--- config.mk ---
export PLATFORM = sky130hd
export DESIGN_NAME = i2s_rx_ctrl_flat
export DESIGN_NICKNAME = d
export VERILOG_FILES = /design/src/rtl/i2s_pkg.sv /design/src/rtl/i2s_rx_ctrl_if.sv /design/src/rtl/i2s_deser.sv /design/src/rtl/i2s_rx_ctrl.sv /design/src/flat_wrapper.sv
export SDC_FILE = /design/constraint.sdc
export NUM_CORES = 1
export LEC_CHECK = 0
export BUFFER_PORTS_ARGS = -buffer_cell sky130_fd_sc_hd__buf_2
export CORE_MARGIN = 5
export CORE_UTILIZATION = 25
export DETAILED_ROUTE_END_ITERATION = 8
export PLACE_DENSITY = 0.37
export SETUP_SLACK_MARGIN = 0.02
export SYNTH_ARGS = -nofsm -noshare
export SYNTH_HDL_FRONTEND = slang
export SYNTH_SLANG_ARGS = --single-unit
--- constraint.sdc ---
create_clock -name sclk -period 2.29 [get_ports sclk]
set_clock_uncertainty 0.15 [all_clocks]
set_input_delay 0.3435 -clock sclk [delete_from_list [all_inputs] [get_ports sclk]]
set_output_delay 0.3435 -clock sclk [all_outputs]
set_load 0.005 [all_outputs]
--- src/rtl/i2s_pkg.sv ---
// Shared types and default geometry for the I2S receive controller.
package i2s_pkg;

    localparam int I2S_SAMPLE_W      = 24;
    localparam int I2S_SLOT_W        = 32;
    localparam int I2S_WARMUP_FRAMES = 2;

    typedef enum logic [1:0] {
        IDLE   = 2'd0,
        WARMUP = 2'd1,
        RUN    = 2'd2
    } i2s_rx_state_t;

endpackage

--- src/rtl/i2s_rx_ctrl_if.sv ---
// Control, serial and sample-handshake signals of the I2S receive controller.
interface i2s_rx_ctrl_if #(
    parameter int SAMPLE_W = i2s_pkg::I2S_SAMPLE_W
);
    logic                enable;
    logic                sd_in;
    logic                ws_out;
    logic [SAMPLE_W-1:0] sample_data;
    logic                sample_is_right;
    logic                sample_valid;
    logic                sample_ready;
    logic                overflow;
    logic                clr_overflow;
    logic                busy;

    // master is the receive controller, slave is the mic/pipeline side
    modport master (
        input  enable, sd_in, sample_ready, clr_overflow,
        output ws_out, sample_data, sample_is_right, sample_valid, overflow, busy
    );

    modport slave (
        output enable, sd_in, sample_ready, clr_overflow,
        input  ws_out, sample_data, sample_is_right, sample_valid, overflow, busy
    );
endinterface

--- src/rtl/i2s_deser.sv ---
// MSB-first deserialiser: shifts sd_in during slot bits 1..SAMPLE_W and flags the last bit.
module i2s_deser #(
    parameter int SAMPLE_W = 24,
    parameter int CNT_W    = 5
) (
    input  logic                sclk,
    input  logic                reset,
    input  logic                i_capture_en,
    input  logic [CNT_W-1:0]    i_cnt,
    input  logic                i_sd,
    output logic [SAMPLE_W-1:0] o_word,
    output logic                o_word_done
);

    // Only SAMPLE_W-1 bits are stored; the final bit joins combinationally so the
    // word is ready in the same cycle it completes.
    logic [SAMPLE_W-2:0] r_shift;
    logic [SAMPLE_W-1:0] w_shift_next;
    logic                w_in_window;

    assign w_shift_next = {r_shift, i_sd};
    assign w_in_window  = i_capture_en
                        && (i_cnt >= CNT_W'(1))
                        && (i_cnt <= CNT_W'(SAMPLE_W));

    // NOTE: sequential state uses non-blocking assignments so every flop samples
    // the pre-edge values of its neighbours.
    always_ff @(posedge sclk or posedge reset) begin
        if (reset) begin
            r_shift <= '0;
        end else if (w_in_window) begin
            r_shift <= w_shift_next[SAMPLE_W-2:0];
        end
    end

    assign o_word      = w_shift_next;
    assign o_word_done = i_capture_en && (i_cnt == CNT_W'(SAMPLE_W));

endmodule

--- src/rtl/i2s_rx_ctrl.sv ---
// I2S receive controller: word-select generation, warm-up sequencing, capture and
// a single-entry valid/ready output stage with sticky overflow.
module i2s_rx_ctrl
    import i2s_pkg::*;
#(
    parameter int SAMPLE_W      = I2S_SAMPLE_W,
    parameter int SLOT_W        = I2S_SLOT_W,
    parameter int WARMUP_FRAMES = I2S_WARMUP_FRAMES
) (
    input  logic          sclk,
    input  logic          reset,
    i2s_rx_ctrl_if.master bus
);

    localparam int CNT_W = $clog2(SLOT_W);
    localparam int FRM_W = $clog2(WARMUP_FRAMES + 1);

    i2s_rx_state_t       r_state;
    i2s_rx_state_t       w_state_next;
    logic [CNT_W-1:0]    r_cnt;
    logic                r_ws;
    logic [FRM_W-1:0]    r_frm;
    logic [SAMPLE_W-1:0] r_data;
    logic                r_is_right;
    logic                r_valid;
    logic                r_overflow;

    logic                w_slot_end;
    logic                w_frame_end;
    logic                w_warmup_done;
    logic [SAMPLE_W-1:0] w_word;
    logic                w_word_done;
    logic                w_accept;
    logic                w_drop;

    assign w_slot_end    = (r_cnt == CNT_W'(SLOT_W - 1));
    assign w_frame_end   = w_slot_end && r_ws;
    assign w_warmup_done = (r_frm == FRM_W'(WARMUP_FRAMES - 1));

    always_ff @(posedge sclk or posedge reset) begin
        if (reset) begin
            r_state <= IDLE;
        end else begin
            r_state <= w_state_next;
        end
    end

    // enable is only examined at the end of a right slot, so dropping it and
    // raising it again before then simply never stops the interface.
    // NOTE: the default assignment first keeps this combinational block latch-free.
    always_comb begin
        w_state_next = r_state;
        case (r_state)
            IDLE: begin
                if (bus.enable) begin
                    w_state_next = WARMUP;
                end
            end
            WARMUP: begin
                if (w_frame_end) begin
                    if (!bus.enable) begin
                        w_state_next = IDLE;
                    end else if (w_warmup_done) begin
                        w_state_next = RUN;
                    end
                end
            end
            RUN: begin
                if (w_frame_end && !bus.enable) begin
                    w_state_next = IDLE;
                end
            end
            default: w_state_next = IDLE;
        endcase
    end

    // Slot counter and word select; both sit at zero while idle so a restart
    // always begins with cnt=0 of a left slot.
    always_ff @(posedge sclk or posedge reset) begin
        if (reset) begin
            r_cnt <= '0;
            r_ws  <= 1'b0;
        end else if (r_state == IDLE) begin
            r_cnt <= '0;
            r_ws  <= 1'b0;
        end else if (w_slot_end) begin
            r_cnt <= '0;
            r_ws  <= ~r_ws;
        end else begin
            r_cnt <= r_cnt + CNT_W'(1);
        end
    end

    always_ff @(posedge sclk or posedge reset) begin
        if (reset) begin
            r_frm <= '0;
        end else if (r_state != WARMUP) begin
            r_frm <= '0;
        end else if (w_frame_end && !w_warmup_done) begin
            r_frm <= r_frm + FRM_W'(1);
        end
    end

    i2s_deser #(
        .SAMPLE_W (SAMPLE_W),
        .CNT_W    (CNT_W)
    ) u_deser (
        .sclk         (sclk),
        .reset        (reset),
        .i_capture_en (r_state == RUN),
        .i_cnt        (r_cnt),
        .i_sd         (bus.sd_in),
        .o_word       (w_word),
        .o_word_done  (w_word_done)
    );

    // A word arriving while the held one is being accepted replaces it with no bubble.
    assign w_accept = r_valid && bus.sample_ready;
    assign w_drop   = w_word_done && r_valid && !bus.sample_ready;

    always_ff @(posedge sclk or posedge reset) begin
        if (reset) begin
            r_data     <= '0;
            r_is_right <= 1'b0;
            r_valid    <= 1'b0;
        end else if (w_word_done && (!r_valid || w_accept)) begin
            r_data     <= w_word;
            r_is_right <= r_ws;
            r_valid    <= 1'b1;
        end else if (w_accept) begin
            r_valid    <= 1'b0;
        end
    end

    // A drop in the same cycle as a clear request leaves the flag set.
    always_ff @(posedge sclk or posedge reset) begin
        if (reset) begin
            r_overflow <= 1'b0;
        end else if (w_drop) begin
            r_overflow <= 1'b1;
        end else if (bus.clr_overflow) begin
            r_overflow <= 1'b0;
        end
    end

    assign bus.ws_out          = r_ws;
    assign bus.sample_data     = r_data;
    assign bus.sample_is_right = r_is_right;
    assign bus.sample_valid    = r_valid;
    assign bus.overflow        = r_overflow;
    assign bus.busy            = (r_state != IDLE);

endmodule

--- src/flat_wrapper.sv ---
// flat-port wrapper written by rule: the top's interface ports become plain ports
module i2s_rx_ctrl_flat import i2s_pkg::*;
#(
    parameter int SAMPLE_W      = I2S_SAMPLE_W,
    parameter int SLOT_W        = I2S_SLOT_W,
    parameter int WARMUP_FRAMES = I2S_WARMUP_FRAMES
)
  (sclk, reset, bus_enable, bus_sd_in, bus_sample_ready, bus_clr_overflow, bus_ws_out, bus_sample_data, bus_sample_is_right, bus_sample_valid, bus_overflow, bus_busy);
  i2s_rx_ctrl_if #(.SAMPLE_W(SAMPLE_W)) bus_i ();
  input  logic sclk;
  input  logic reset;
  input wire logic [$bits(bus_i.enable)-1:0] bus_enable;
  input wire logic [$bits(bus_i.sd_in)-1:0] bus_sd_in;
  input wire logic [$bits(bus_i.sample_ready)-1:0] bus_sample_ready;
  input wire logic [$bits(bus_i.clr_overflow)-1:0] bus_clr_overflow;
  output wire logic [$bits(bus_i.ws_out)-1:0] bus_ws_out;
  output wire logic [$bits(bus_i.sample_data)-1:0] bus_sample_data;
  output wire logic [$bits(bus_i.sample_is_right)-1:0] bus_sample_is_right;
  output wire logic [$bits(bus_i.sample_valid)-1:0] bus_sample_valid;
  output wire logic [$bits(bus_i.overflow)-1:0] bus_overflow;
  output wire logic [$bits(bus_i.busy)-1:0] bus_busy;
  assign bus_i.enable = bus_enable;
  assign bus_i.sd_in = bus_sd_in;
  assign bus_i.sample_ready = bus_sample_ready;
  assign bus_i.clr_overflow = bus_clr_overflow;
  assign bus_ws_out = bus_i.ws_out;
  assign bus_sample_data = bus_i.sample_data;
  assign bus_sample_is_right = bus_i.sample_is_right;
  assign bus_sample_valid = bus_i.sample_valid;
  assign bus_overflow = bus_i.overflow;
  assign bus_busy = bus_i.busy;
  i2s_rx_ctrl #(.SAMPLE_W(SAMPLE_W), .SLOT_W(SLOT_W), .WARMUP_FRAMES(WARMUP_FRAMES)) u_core (.sclk(sclk), .reset(reset), .bus(bus_i));
endmodule
==> results.yml <==
clock_network:
  cts_made_buffers: 9
  htree_levels: 3
  clkTransAtPathRegs_ns: 0.06
  cts.sinks: 60
  clock_path_buffers: 2
  cts_tree: "built"
  worstSkewPairLatency_ns: 0.33
  root_buffer: "clkbuf_8"
  ctsResizeCount: 0
grt:
  grt_pass1_wl_um: 7450
  grtUsageTotal: 0.0826
  grt_pass1_vias: 1486
  grt_max_degree: 61
  antenna_found_initial: 0
  grt_overflow: 0
placement:
  hpwl_um: 3140
  portBuffers: 34
  globalplace.congestion: 0.709
critical_path:
  worstSetupEndpointType: "register"
  start_kind: "register"
  path_class: "reg2reg"
  path_cells: "inv_1 > ha_1 > nor2b_2 > o21ai_1 > a31o_4 > buf_12 > mux2_4"
  required_ns: 2.35
  cp_slowest_cell: "dfrtp_1"
  crit_family: "compound AO/OA/AOI/OAI gates"
  cpPeakStageDelay_ns: 0.42
  crit_buf_inv: 2
  cp.arrival_ns: 2.12
  cp_max_fo: 13
die:
  die_w_um: 110
  die_h_um: 110
  io_pins: 35
  die_area_um2: 12100
  initial_utilization: 0.256
  coreArea_um2: 9770
  rows: 36
yosys:
  ys_warn_count: 0
  yosys-top-cells-area: "dfrtp_1, mux2_4, mux2_1"
  ys_seq_area_frac: 0.601
  async_reset_ff_frac: 1.00
  synth_edf_count: 0
  synth_most_common_cell: "dfrtp_1"
  synth_fp_nets: 172
  avgSynthCellArea_um2: 15.5
  synthCells: 161
  synth.distinct_cells: 30
  synth_ff_type: "dfrtp_1"
  yosysTopAreaCell: "dfrtp_1"
  synth_top_cell_area_share: 0.601
  mappedNetlistArea_um2: 2500
  synth.ff_latch_count: 60
  yosys-top-cells-count: "dfrtp_1, mux2_1, mux2_4"
power:
  p_sw_frac: 0.240
  combPwrFrac: 0.101
  power.switching_uw: 619
  p_leak_nw: 1.67
  p_seq_frac: 0.474
  ir_drop_v: 0.000390
  pwr-share-clk: 0.426
  intPower_mw: 1.96
  power_density_nw_per_um2: 834
drt:
  drc: 0
  detail_route.wl_per_cell_um: 13.0
  wl_um: 4460
  vias_per_cell: 4.02
  postRouteAntennaNets: 0
  dr.pass1.iters: 2
  drt_iter0_drc: 36
  routed-via-count: 1382
sta:
  hold_viol_final: 0
  worst_pin_slew_ns: 0.469
  rsz0062_at_grt: "no"
  relSlewSlack: 0.686
  max_freq_mhz: 485
  fin_crit_sh: 0.900
  fin_tns_setup_ns: 0
  setup-violations-final: 0
  period_needed_ns: 2.06
  slew_violations: 0
final_layout:
  fillerInstances: 982
  area_growth_pct: 23.6
  diodes: 0
  final_util: 0.316
  layout-drive-gt1-share: 0.427
  nets: 217
worst_hold_path:
  hold_path_class: "in2reg"
status:
  status: "finished, final reports clean"
run:
  max_cap_viol_count: 0
[flip-flops by register name (all words and copies together) (netlist names)]
name and cells:
u_core.bus.ws_out 1, u_core.bus.sample_valid 1, u_core.bus.sample_data 24, u_core.r_frm 2, u_core.r_state 2, u_core.bus.sample_is_right 1, u_core.bus.overflow 1, u_core.u_deser.r_shift 23
u_core.r_cnt 5
[power groups by stage]
stage               Sequential [mW]  Combinational (mW)  Clock, mW
detailed placement             1.24               0.266          0
floorplan                      1.22               0.200          0
global placement               1.23               0.255          0
global route                   1.23               0.304       1.19
CTS                            1.22               0.269       1.14
finish                         1.22               0.259       1.10
[worst paths after layout]
| path | end | slack (ns) | depth (start not counted) | start |
|---|---|---|---|---|
| max in group asynchronous | u_core.bus.sample_data[2]$_DFFE_PP0P_ | 1.25 | 4 | reset |
| setup / recovery | u_core.u_deser.r_shift[10]$_DFFE_PP0P_ | 0.23 | 7 | u_core.r_cnt[0]$_DFF_PP0_ |
| min in group asynchronous | u_core.bus.sample_data[17]$_DFFE_PP0P_ | 0.47 | 4 | reset |
| setup reg to reg | u_core.u_deser.r_shift[10]$_DFFE_PP0P_ | 0.23 | 7 | u_core.r_cnt[0]$_DFF_PP0_ |
| hold / removal | u_core.bus.overflow$_DFFE_PP0P_ | 0.05 | 2 | bus_clr_overflow |
| hold reg to reg | u_core.bus.sample_data[15]$_DFFE_PP0P_ | 0.33 | 1 | u_core.bus.sample_data[15]$_DFFE_PP0P_ |
[cell families (layout without fill, tap and decap cells)]
kind of cell,count (synthesis),in the layout,share of synthesized area
AND/OR/NAND/NOR,25,25,0.0601
AO/OA/AOI/OAI,7,7,0.0215
XOR/XNOR,4,4,0.0140
flip-flops,60,60,0.601
adder cells (fa/ha/maj),5,5,0.0251
buffers and inverters,12,62,0.0316
multiplexers,48,48,0.246
[layout make-up]
| type | count | area, um^2 | area share |
|---|---|---|---|
| Sequential cell | 60 | 1500 | 0.486 |
| Clock inverter | 4 | 70.1 | 0.0227 |
| Tap cell | 133 | 166 | 0.0539 |
| Multi-Input combinational cell | 89 | 920 | 0.298 |
| Inverter | 6 | 22.5 | 0.00729 |
| Clock buffer | 12 | 165 | 0.0535 |
| Timing Repair Buffer | 40 | 243 | 0.0786 |
[metal layers]
metal | routed length (um) | track usage | up-vias
met1 | 1940 | 0.0955 | 698
met2 | 2190 | 0.130 | 24
met4 | 70 | 0.0294 | 0
met5 | 0 | 0 | -
met3 | 265 | 0.0440 | 8
li1 | - | - | 652
[through the flow]
step	total power, mW	std cells	instance area, um^2	hold WS [ns]	setup slack, ns
after floorplan	1.42	161	2500	0.291	0.312
after global placement	1.49	327	2840	0.280	0.298
after detailed placement	1.51	327	2840	0.284	0.213
after CTS	2.63	344	3090	0.0310	0.204
after global routing	2.72	344	3090	0.0352	0.105
final	2.57	344	3090	0.0508	0.230
[timing repair]
item | CTS | global route
setup buffers | 0 | 0
hold buffers | 1 | 0
endpoints found under the hold margin | 60 | 0
[placed cells by master, fill, tap and decap left out]
cell | synthesis | final
mux2_2 | 8 | 8
ha_1 | 5 | 5
buf_12 | 0 | 2
xor2_1 | 1 | 1
o22ai_1 | 1 | 1
inv_2 | 0 | 1
nor3b_1 | 1 | 1
o21ai_1 | 1 | 1
nand2_1 | 4 | 4
nor4_2 | 1 | 1
nand4_2 | 1 | 1
a211oi_1 | 1 | 1
clkbuf_8 | 0 | 12
bufinv_16 | 0 | 2
nand2b_1 | 2 | 2
a31o_4 | 1 | 1
nor2_1 | 6 | 6
and3_1 | 1 | 1
clkinv_2 | 0 | 2
mux2_4 | 20 | 20
nand4_1 | 1 | 1
mux2_1 | 20 | 20
a22oi_1 | 1 | 1
nor2b_4 | 1 | 1
o21ai_0 | 2 | 2
dlygate4sd3_1 | 0 | 1
nor2b_2 | 1 | 2
inv_1 | 6 | 5
nor2b_1 | 2 | 1
buf_4 | 1 | 3
buf_2 | 0 | 34
nor3_1 | 3 | 3
nand3_1 | 1 | 1
dfrtp_1 | 60 | 60
xnor2_1 | 3 | 3
Note: power is estimated with default switching activity, not from simulation.
